[config.mk]
export PLATFORM = sky130hd
export DESIGN_NAME = charlie_scan_scheduler_flat
export DESIGN_NICKNAME = d
export VERILOG_FILES = /design/src/rtl/charlie_scan_scheduler_if.sv /design/src/rtl/charlie_scan_scheduler.sv /design/src/flat_wrapper.sv
export SDC_FILE = /design/constraint.sdc
export NUM_CORES = 1
export LEC_CHECK = 0
export BUFFER_PORTS_ARGS = -buffer_cell sky130_fd_sc_hd__buf_4
export CORE_MARGIN = 3
export CORE_UTILIZATION = 49
export CTS_CLUSTER_SIZE = 12
export DETAILED_ROUTE_END_ITERATION = 10
export HOLD_SLACK_MARGIN = 0.03
export PLACE_DENSITY = 0.75
export SKIP_CTS_REPAIR_TIMING = 1
export SYNTH_ARGS = -nofsm -noshare
export SYNTH_HDL_FRONTEND = slang
export SYNTH_SLANG_ARGS = --single-unit
[constraint.sdc]
create_clock -name clk -period 5 [get_ports clk]
set_input_delay 1 -clock clk [delete_from_list [all_inputs] [get_ports clk]]
set_output_delay 1 -clock clk [all_outputs]
set_load 0.1 [all_outputs]
[src/rtl/charlie_scan_scheduler_if.sv]
// Bus between the SPI register file (master side) and the charlieplex scan
// scheduler (slave side): scan configuration, double-buffered frame commit
// and the status/drive outputs toward the LED driver.
interface charlie_scan_scheduler_if #(
   parameter int DWELL_W = 8
);
   logic               cfg_enable;
   logic [DWELL_W-1:0] cfg_dwell;
   logic [DWELL_W-1:0] cfg_brightness;
   logic [63:0]        frame_in;
   logic               frame_commit;

   logic [5:0]         charlie_index;
   logic               led_on;
   logic [63:0]        active_frame;
   logic               frame_start;
   logic               commit_pending;
   logic               busy;

   modport master (
      output cfg_enable,
      output cfg_dwell,
      output cfg_brightness,
      output frame_in,
      output frame_commit,
      input  charlie_index,
      input  led_on,
      input  active_frame,
      input  frame_start,
      input  commit_pending,
      input  busy
   );

   modport slave (
      input  cfg_enable,
      input  cfg_dwell,
      input  cfg_brightness,
      input  frame_in,
      input  frame_commit,
      output charlie_index,
      output led_on,
      output active_frame,
      output frame_start,
      output commit_pending,
      output busy
   );
endinterface

[src/rtl/charlie_scan_scheduler.sv]
// Charlieplex scan scheduler: walks the 6-bit LED index through all 64
// positions, each slot lasting cfg_dwell+1 cycles with cfg_brightness
// on-cycles, followed by BLANK_CYCLES dark cycles to avoid ghosting.
// Frame images are double-buffered and swapped only at a frame boundary.
// Optional build macro SCAN_SKIP_EN: unlit slots take a single cycle and
// get no blanking gap, shortening frames that are mostly dark.
module charlie_scan_scheduler #(
   parameter int DWELL_W      = 8,
   parameter int BLANK_CYCLES = 2,
   parameter int LED_COUNT    = 64
) (
   input logic                     clk,
   input logic                     rst_n,
   charlie_scan_scheduler_if.slave bus
);

   localparam logic [5:0] IDX_LAST   = 6'(LED_COUNT - 1);
   localparam int         BLANK_W    = (BLANK_CYCLES > 1) ? $clog2(BLANK_CYCLES) : 1;
   localparam logic [BLANK_W-1:0] BLANK_LAST = BLANK_W'((BLANK_CYCLES > 0) ? BLANK_CYCLES - 1 : 0);

   typedef enum logic [1:0] {
      ST_IDLE  = 2'd0,
      ST_SCAN  = 2'd1,
      ST_BLANK = 2'd2
   } state_t;

   state_t               r_state;
   logic [5:0]           r_index;
   logic [DWELL_W-1:0]   r_slotCnt;
   logic [BLANK_W-1:0]   r_blankCnt;
   logic [DWELL_W-1:0]   r_dwell;
   logic [DWELL_W-1:0]   r_bright;
   logic [63:0]          r_activeFrame;
   logic                 r_commitPending;
   logic                 r_ledOn;
   logic                 r_frameStart;
   logic                 r_busy;

   state_t               w_nextState;
   logic [5:0]           w_nextIndex;
   logic [DWELL_W-1:0]   w_nextSlotCnt;
   logic [BLANK_W-1:0]   w_nextBlankCnt;
   logic [DWELL_W-1:0]   w_nextDwell;
   logic [DWELL_W-1:0]   w_nextBright;
   logic [63:0]          w_nextFrame;
   logic                 w_nextPending;
   logic                 w_nextLedOn;
   logic                 w_newSlot;
   logic                 w_boundary;
   logic                 w_apply;
   logic                 w_skip;

   // State register of the scan sequencer; reset parks it in IDLE.
   always_ff @(posedge clk or negedge rst_n) begin
      if (!rst_n) begin
         r_state <= ST_IDLE;
      end else begin
         r_state <= w_nextState;
      end
   end

   // Next-state, slot timing, frame swap and next output values. Every
   // output is computed here one cycle early so that it can be registered.
   always_comb begin
      w_nextState    = r_state;
      w_nextIndex    = r_index;
      w_nextSlotCnt  = r_slotCnt;
      w_nextBlankCnt = r_blankCnt;
      w_nextDwell    = r_dwell;
      w_nextBright   = r_bright;
      w_newSlot      = 1'b0;
      w_boundary     = 1'b0;
      w_skip         = 1'b0;

`ifdef SCAN_SKIP_EN
      w_skip = (r_state == ST_SCAN) && !r_activeFrame[r_index];
`endif

      if (!bus.cfg_enable) begin
         w_nextState    = ST_IDLE;
         w_nextIndex    = '0;
         w_nextSlotCnt  = '0;
         w_nextBlankCnt = '0;
      end else begin
         case (r_state)
            ST_IDLE: begin
               w_nextState   = ST_SCAN;
               w_nextIndex   = '0;
               w_nextSlotCnt = '0;
               w_newSlot     = 1'b1;
               w_boundary    = 1'b1;
            end
            ST_SCAN: begin
               if (w_skip || (r_slotCnt == r_dwell)) begin
                  if (w_skip || (BLANK_CYCLES == 0)) begin
                     w_nextState   = ST_SCAN;
                     w_nextIndex   = r_index + 6'd1;
                     w_nextSlotCnt = '0;
                     w_newSlot     = 1'b1;
                     w_boundary    = (r_index == IDX_LAST);
                  end else begin
                     w_nextState    = ST_BLANK;
                     w_nextBlankCnt = '0;
                  end
               end else begin
                  w_nextSlotCnt = r_slotCnt + DWELL_W'(1);
               end
            end
            ST_BLANK: begin
               if (r_blankCnt == BLANK_LAST) begin
                  w_nextState   = ST_SCAN;
                  w_nextIndex   = r_index + 6'd1;
                  w_nextSlotCnt = '0;
                  w_newSlot     = 1'b1;
                  w_boundary    = (r_index == IDX_LAST);
               end else begin
                  w_nextBlankCnt = r_blankCnt + BLANK_W'(1);
               end
            end
            default: begin
               w_nextState   = ST_IDLE;
               w_nextIndex   = '0;
               w_nextSlotCnt = '0;
            end
         endcase
      end

      if (w_newSlot) begin
         w_nextDwell  = bus.cfg_dwell;
         w_nextBright = bus.cfg_brightness;
      end

      // While idle nothing is being displayed, so a commit can land at once;
      // while scanning it waits for the wrap into index 0.
      w_apply       = ((r_state == ST_IDLE) || w_boundary) && (r_commitPending || bus.frame_commit);
      w_nextFrame   = w_apply ? bus.frame_in : r_activeFrame;
      w_nextPending = w_apply ? 1'b0 : (bus.frame_commit | r_commitPending);
      w_nextLedOn   = (w_nextState == ST_SCAN) && w_nextFrame[w_nextIndex] &&
                      (w_nextSlotCnt < w_nextBright);
   end

   // Datapath and registered outputs: index, counters, latched slot config,
   // displayed frame, commit flag and the driver-facing strobes.
   always_ff @(posedge clk or negedge rst_n) begin
      if (!rst_n) begin
         r_index         <= '0;
         r_slotCnt       <= '0;
         r_blankCnt      <= '0;
         r_dwell         <= '0;
         r_bright        <= '0;
         r_activeFrame   <= '0;
         r_commitPending <= 1'b0;
         r_ledOn         <= 1'b0;
         r_frameStart    <= 1'b0;
         r_busy          <= 1'b0;
      end else begin
         r_index         <= w_nextIndex;
         r_slotCnt       <= w_nextSlotCnt;
         r_blankCnt      <= w_nextBlankCnt;
         r_dwell         <= w_nextDwell;
         r_bright        <= w_nextBright;
         r_activeFrame   <= w_nextFrame;
         r_commitPending <= w_nextPending;
         r_ledOn         <= w_nextLedOn;
         r_frameStart    <= w_boundary;
         r_busy          <= (w_nextState != ST_IDLE);
      end
   end

   assign bus.charlie_index  = r_index;
   assign bus.led_on         = r_ledOn;
   assign bus.active_frame   = r_activeFrame;
   assign bus.frame_start    = r_frameStart;
   assign bus.commit_pending = r_commitPending;
   assign bus.busy           = r_busy;

endmodule

[src/flat_wrapper.sv]
// flat-port wrapper written by rule: the top's interface ports become plain ports
module charlie_scan_scheduler_flat 
#(
   parameter int DWELL_W      = 8,
   parameter int BLANK_CYCLES = 2,
   parameter int LED_COUNT    = 64
)
  (clk, rst_n, bus_cfg_enable, bus_cfg_dwell, bus_cfg_brightness, bus_frame_in, bus_frame_commit, bus_charlie_index, bus_led_on, bus_active_frame, bus_frame_start, bus_commit_pending, bus_busy);
  charlie_scan_scheduler_if #(.DWELL_W(DWELL_W)) bus_i ();
  input logic clk;
  input logic rst_n;
  input wire logic [$bits(bus_i.cfg_enable)-1:0] bus_cfg_enable;
  input wire logic [$bits(bus_i.cfg_dwell)-1:0] bus_cfg_dwell;
  input wire logic [$bits(bus_i.cfg_brightness)-1:0] bus_cfg_brightness;
  input wire logic [$bits(bus_i.frame_in)-1:0] bus_frame_in;
  input wire logic [$bits(bus_i.frame_commit)-1:0] bus_frame_commit;
  output wire logic [$bits(bus_i.charlie_index)-1:0] bus_charlie_index;
  output wire logic [$bits(bus_i.led_on)-1:0] bus_led_on;
  output wire logic [$bits(bus_i.active_frame)-1:0] bus_active_frame;
  output wire logic [$bits(bus_i.frame_start)-1:0] bus_frame_start;
  output wire logic [$bits(bus_i.commit_pending)-1:0] bus_commit_pending;
  output wire logic [$bits(bus_i.busy)-1:0] bus_busy;
  assign bus_i.cfg_enable = bus_cfg_enable;
  assign bus_i.cfg_dwell = bus_cfg_dwell;
  assign bus_i.cfg_brightness = bus_cfg_brightness;
  assign bus_i.frame_in = bus_frame_in;
  assign bus_i.frame_commit = bus_frame_commit;
  assign bus_charlie_index = bus_i.charlie_index;
  assign bus_led_on = bus_i.led_on;
  assign bus_active_frame = bus_i.active_frame;
  assign bus_frame_start = bus_i.frame_start;
  assign bus_commit_pending = bus_i.commit_pending;
  assign bus_busy = bus_i.busy;
  charlie_scan_scheduler #(.DWELL_W(DWELL_W), .BLANK_CYCLES(BLANK_CYCLES), .LED_COUNT(LED_COUNT)) u_core (.clk(clk), .rst_n(rst_n), .bus(bus_i));
endmodule
==> flow_results.org <==
** Clock network
- Clock-pin slew was measured on the worst setup and hold paths at 0.07 ns.
- Maximum count of clock buffers along a single path :: 2
- H-tree depth :: 3
- Number of sinks on the clock net :: approximately 100
- In this run, CTS created clock tree buffers numbering 9.
- At the later pin of the worst-skew pair, clock insertion delay measures 0.36 ns.
- TritonCTS clock tree :: done
- The root buffer cell chosen for the clock tree is sky130_fd_sc_hd__clkbuf_16.

** Floorplanning
- The core region is about 11000 µm².
- 158 I/O pins were placed.
- In this run the vertical extent of the chip is 115 µm.
- Core Rows :: 39
- Die width :: 115 µm
- Effective utilization at floorplan :: 50.4%
- The die covers 13100 µm².

** Synth
- Counting flops with a built-in enable in the synthesized netlist gives 0.
- The number of nets in the synthesized netlist is between 800 and 900.
- After synthesis, the share of flip-flops with an asynchronous set or reset is 100%.
- Synthesis warning total :: 0
- Synthesized instance count :: between 700 and 800
- Most area-consuming cells after synthesis :: sky130_fd_sc_hd__dfrtp_1, sky130_fd_sc_hd__nand2_1, sky130_fd_sc_hd__mux2i_1
- Library cell with the largest summed area after synthesis :: sky130_fd_sc_hd__dfrtp_1
- Total of flip-flops plus latches after synthesis :: ~100
- Fraction of the yosys area taken by sequential cells :: 43.7%
- Synth Area per Inst :: 8.18 µm²
- Synth Flop Type :: sky130_fd_sc_hd__dfrtp_1
- In this run, distinct cell masters in the synthesized netlist total 54.
- Synth Cell Area :: 5780 µm²
- Proportion of netlist area held by the largest area contributor :: 43.7%

** Detailed routing
- In this run, the number of DRC markers left after iteration 0 of detailed routing was about 530.
- Using the TritonRoute via totals, the vias-per-cell ratio works out to 5.69.
- DRT antenna net count :: 0
- The detailed router placed 5628 vias in this run.
- Routed WL per cell :: roughly 17 µm
- Total wire length after detailed routing :: 17300 µm
- After detailed routing, the number of remaining DRC violations is 0.
- Detailed-router iteration count before antenna repair :: 5

** Cells and area
- For this run, the number of standard cells in the final layout without fillers is 989.
- From synthesis to final layout, the design area changed by 26.5%.
- Final nets :: 938
- Antenna cells :: 0
- In the final layout, the share of cells above drive strength 1 is 23.9%.
- The library cell used most frequently in the layout, excluding fill and tap cells, is sky130_fd_sc_hd__nand2_1.
- Most frequent cells in the layout :: sky130_fd_sc_hd__nand2_1, sky130_fd_sc_hd__buf_4, sky130_fd_sc_hd__dfrtp_1, sky130_fd_sc_hd__a21oi_1, sky130_fd_sc_hd__nand3_1
- Post-Layout Inst Area :: 7320 µm²

** Timing
- Setup TNS after final layout :: 0 ns
- Final Hold Fails :: 0
- For the pin with the worst max-slew slack, the measured transition is roughly 1.1 ns.
- Max-slew violations :: 0
- Setup slack on the critical path of the routed design comes to 1.18 ns.
- Clock skew on the completed layout was measured at 0.0106 ns.
- The worst path uses 76.5% of the clock period.
- Measured against its own limit, the worst slew margin works out to 27.5%.
- Setup repair after global routing missed its margin :: false
- Based on the critical path, the design can be clocked at up to approximately 260 MHz.
- Setup violations remaining at the end of the flow were counted as 0.
- Shortest period the worst path allows :: around 3.8 ns

** Place
- The congestion estimate from routability-driven global placement came to 0.840.
- The placed instances occupy a cell area of 7030 µm².
- Place WS :: 1.15 ns
- The wire-length estimate of the detail-placed layout is between 10000 and 15000 µm.
- Count of placed standard cells including taps :: slightly below 1000
- Buffers placed on the I/O ports in this run total around 160.

** Power
- Power density of the placed cells :: between 400 and 500 nW/µm²
- Leakage power total :: 3.77 nW
- The worst-case IR drop observed on VDD is 0.362 mV.

** Critical path
- Startpoint Class :: register
- Worst path cell trace :: inv_1, ha_1, and2_1, o21ai_1, mux2i_1, ha_1, a21o_1, a21o_1, a21oi_1, o21ai_0, a2111o_1, nor2_1, nand4_1, o41ai_2
- Critical Setup Path Class :: register to register
- Worst path required time :: ~5.3 ns
- Critical-path top delay cell :: sky130_fd_sc_hd__o21ai_1
- STA classifies the critical path endpoint as a register.
- Highest cell delay on the worst timing path :: 0.74 ns
- Of all nets on the critical path, the largest fanout is 15.
- Data arrival time at the worst-slack endpoint :: 4.08 ns
- The setup check on the worst reg-to-reg path leaves a slack of around 1.2 ns.

** Run
- Max-Cap Viols :: 0

** Global route
- First-pass GRT wire length :: 27900 µm
- The via count of the first global-routing pass came to between 5000 and 6000.
- Entering global routing, the biggest net connects 78 pins.
- Remaining global-route overflow :: 0
- GRT Overall Usage :: 26.9%
- The initial antenna violation count came to 0.

** Run status
- The run finished with clean final reports.

** Worst hold path
- The path class of the tightest hold or removal check is register to register.
## final timing paths
| check | end | cells after the start | from |
|---|---|---|---|
| max | u_core.bus.led_on$_DFF_PN0_ | 14 | u_core.r_state[0]$_DFF_PN0_ |
| min | u_core.r_bright[6]$_DFF_PN0_ | 2 | u_core.r_bright[6]$_DFF_PN0_ |
| max reg2reg | u_core.bus.led_on$_DFF_PN0_ | 14 | u_core.r_state[0]$_DFF_PN0_ |
| min reg2reg | u_core.r_bright[6]$_DFF_PN0_ | 2 | u_core.r_bright[6]$_DFF_PN0_ |
| max in group asynchronous | u_core.bus.active_frame[39]$_DFF_PN0_ | 2 | rst_n |
| min in group asynchronous | u_core.r_dwell[3]$_DFFE_PN0P_ | 1 | rst_n |
## cell usage after synthesis (10+ instances only)
cell	number
sky130_fd_sc_hd__nand2_1	295
sky130_fd_sc_hd__dfrtp_1	101
sky130_fd_sc_hd__a21oi_1	31
sky130_fd_sc_hd__nand3_1	30
sky130_fd_sc_hd__clkbuf_1	21
sky130_fd_sc_hd__mux2i_1	19
sky130_fd_sc_hd__nor2_1	17
sky130_fd_sc_hd__inv_1	15
sky130_fd_sc_hd__ha_1	13
sky130_fd_sc_hd__nand4_1	12
sky130_fd_sc_hd__o21ai_0	12
sky130_fd_sc_hd__buf_2	11
sky130_fd_sc_hd__xor2_1	10
## stage by stage
step | utilization (%) | hold WS, ns | power [W]
after global routing | 63.8 | 0.525 | 0.00360
final | 63.8 | 0.491 | 0.00345
after global placement | 61.3 | 0.482 | 0.00275
after floorplan | - | 0.456 | 0.00236
after detailed placement | 61.3 | 0.484 | 0.00278
after CTS | 63.8 | 0.500 | 0.00347
## routing by layer
layer  routed length, µm  up-vias  GRT usage (%)
met1                7060     2689           34.2
met5                   0        -              0
met3                1530       24           8.30
met2                8370      230           44.2
li1                    -     2685              -
met4                 299        0           8.31
## registers in the layout, summed over array words and instances, names as in the netlist, 2 cells and up
register,count
u_core.bus.charlie_index,6
u_core.r_dwell,8
u_core.bus.active_frame,64
u_core.r_state,2
u_core.r_bright,8
u_core.r_slotCnt,8
## layout make-up
class	instances	area, µm²
Fill cell	959	4150
Clock buffer	11	253
Clock inverter	5	32.5
Timing Repair Buffer	164	1230
Multi-Input combinational cell	549	3030
Tap cell	143	179
Sequential cell	101	2530
Inverter	16	60.1
## kinds of logic after synthesis
| group | after synthesis | synth area share, % |
|---|---|---|
| compound gates | 110 | 14.0 |
| xor+xnor | 11 | 1.67 |
| fa+ha+maj | 13 | 2.81 |
| buf+inv | 57 | 4.20 |
| flops | 101 | 43.7 |
| mux | 30 | 5.82 |
| simple gates | 385 | 27.8 |
## power by group
| group | leakage, nW | internal (W) | total (W) | switching (W) |
|---|---|---|---|---|
| Combinational | 2.37 | 0.000355 | 0.00165 | 0.00130 |
| Sequential | 1.26 | 0.000975 | 0.00111 | 0.000135 |
| Clock | 0.146 | 0.000366 | 0.000690 | 0.000324 |
| Total | 3.77 | 0.00170 | 0.00345 | 0.00176 |
## critical path: cells and delay by family (launching register included)
family	cells	cell delay (ns)
AO/OA/AOI/OAI	7	1.78
adder cells (fa/ha/maj)	2	0.64
buffers and inverters	1	0.09
flip-flops	1	0.38
multiplexers	1	0.32
AND/OR/NAND/NOR	3	0.50
Power figures use the tool's default switching activity.
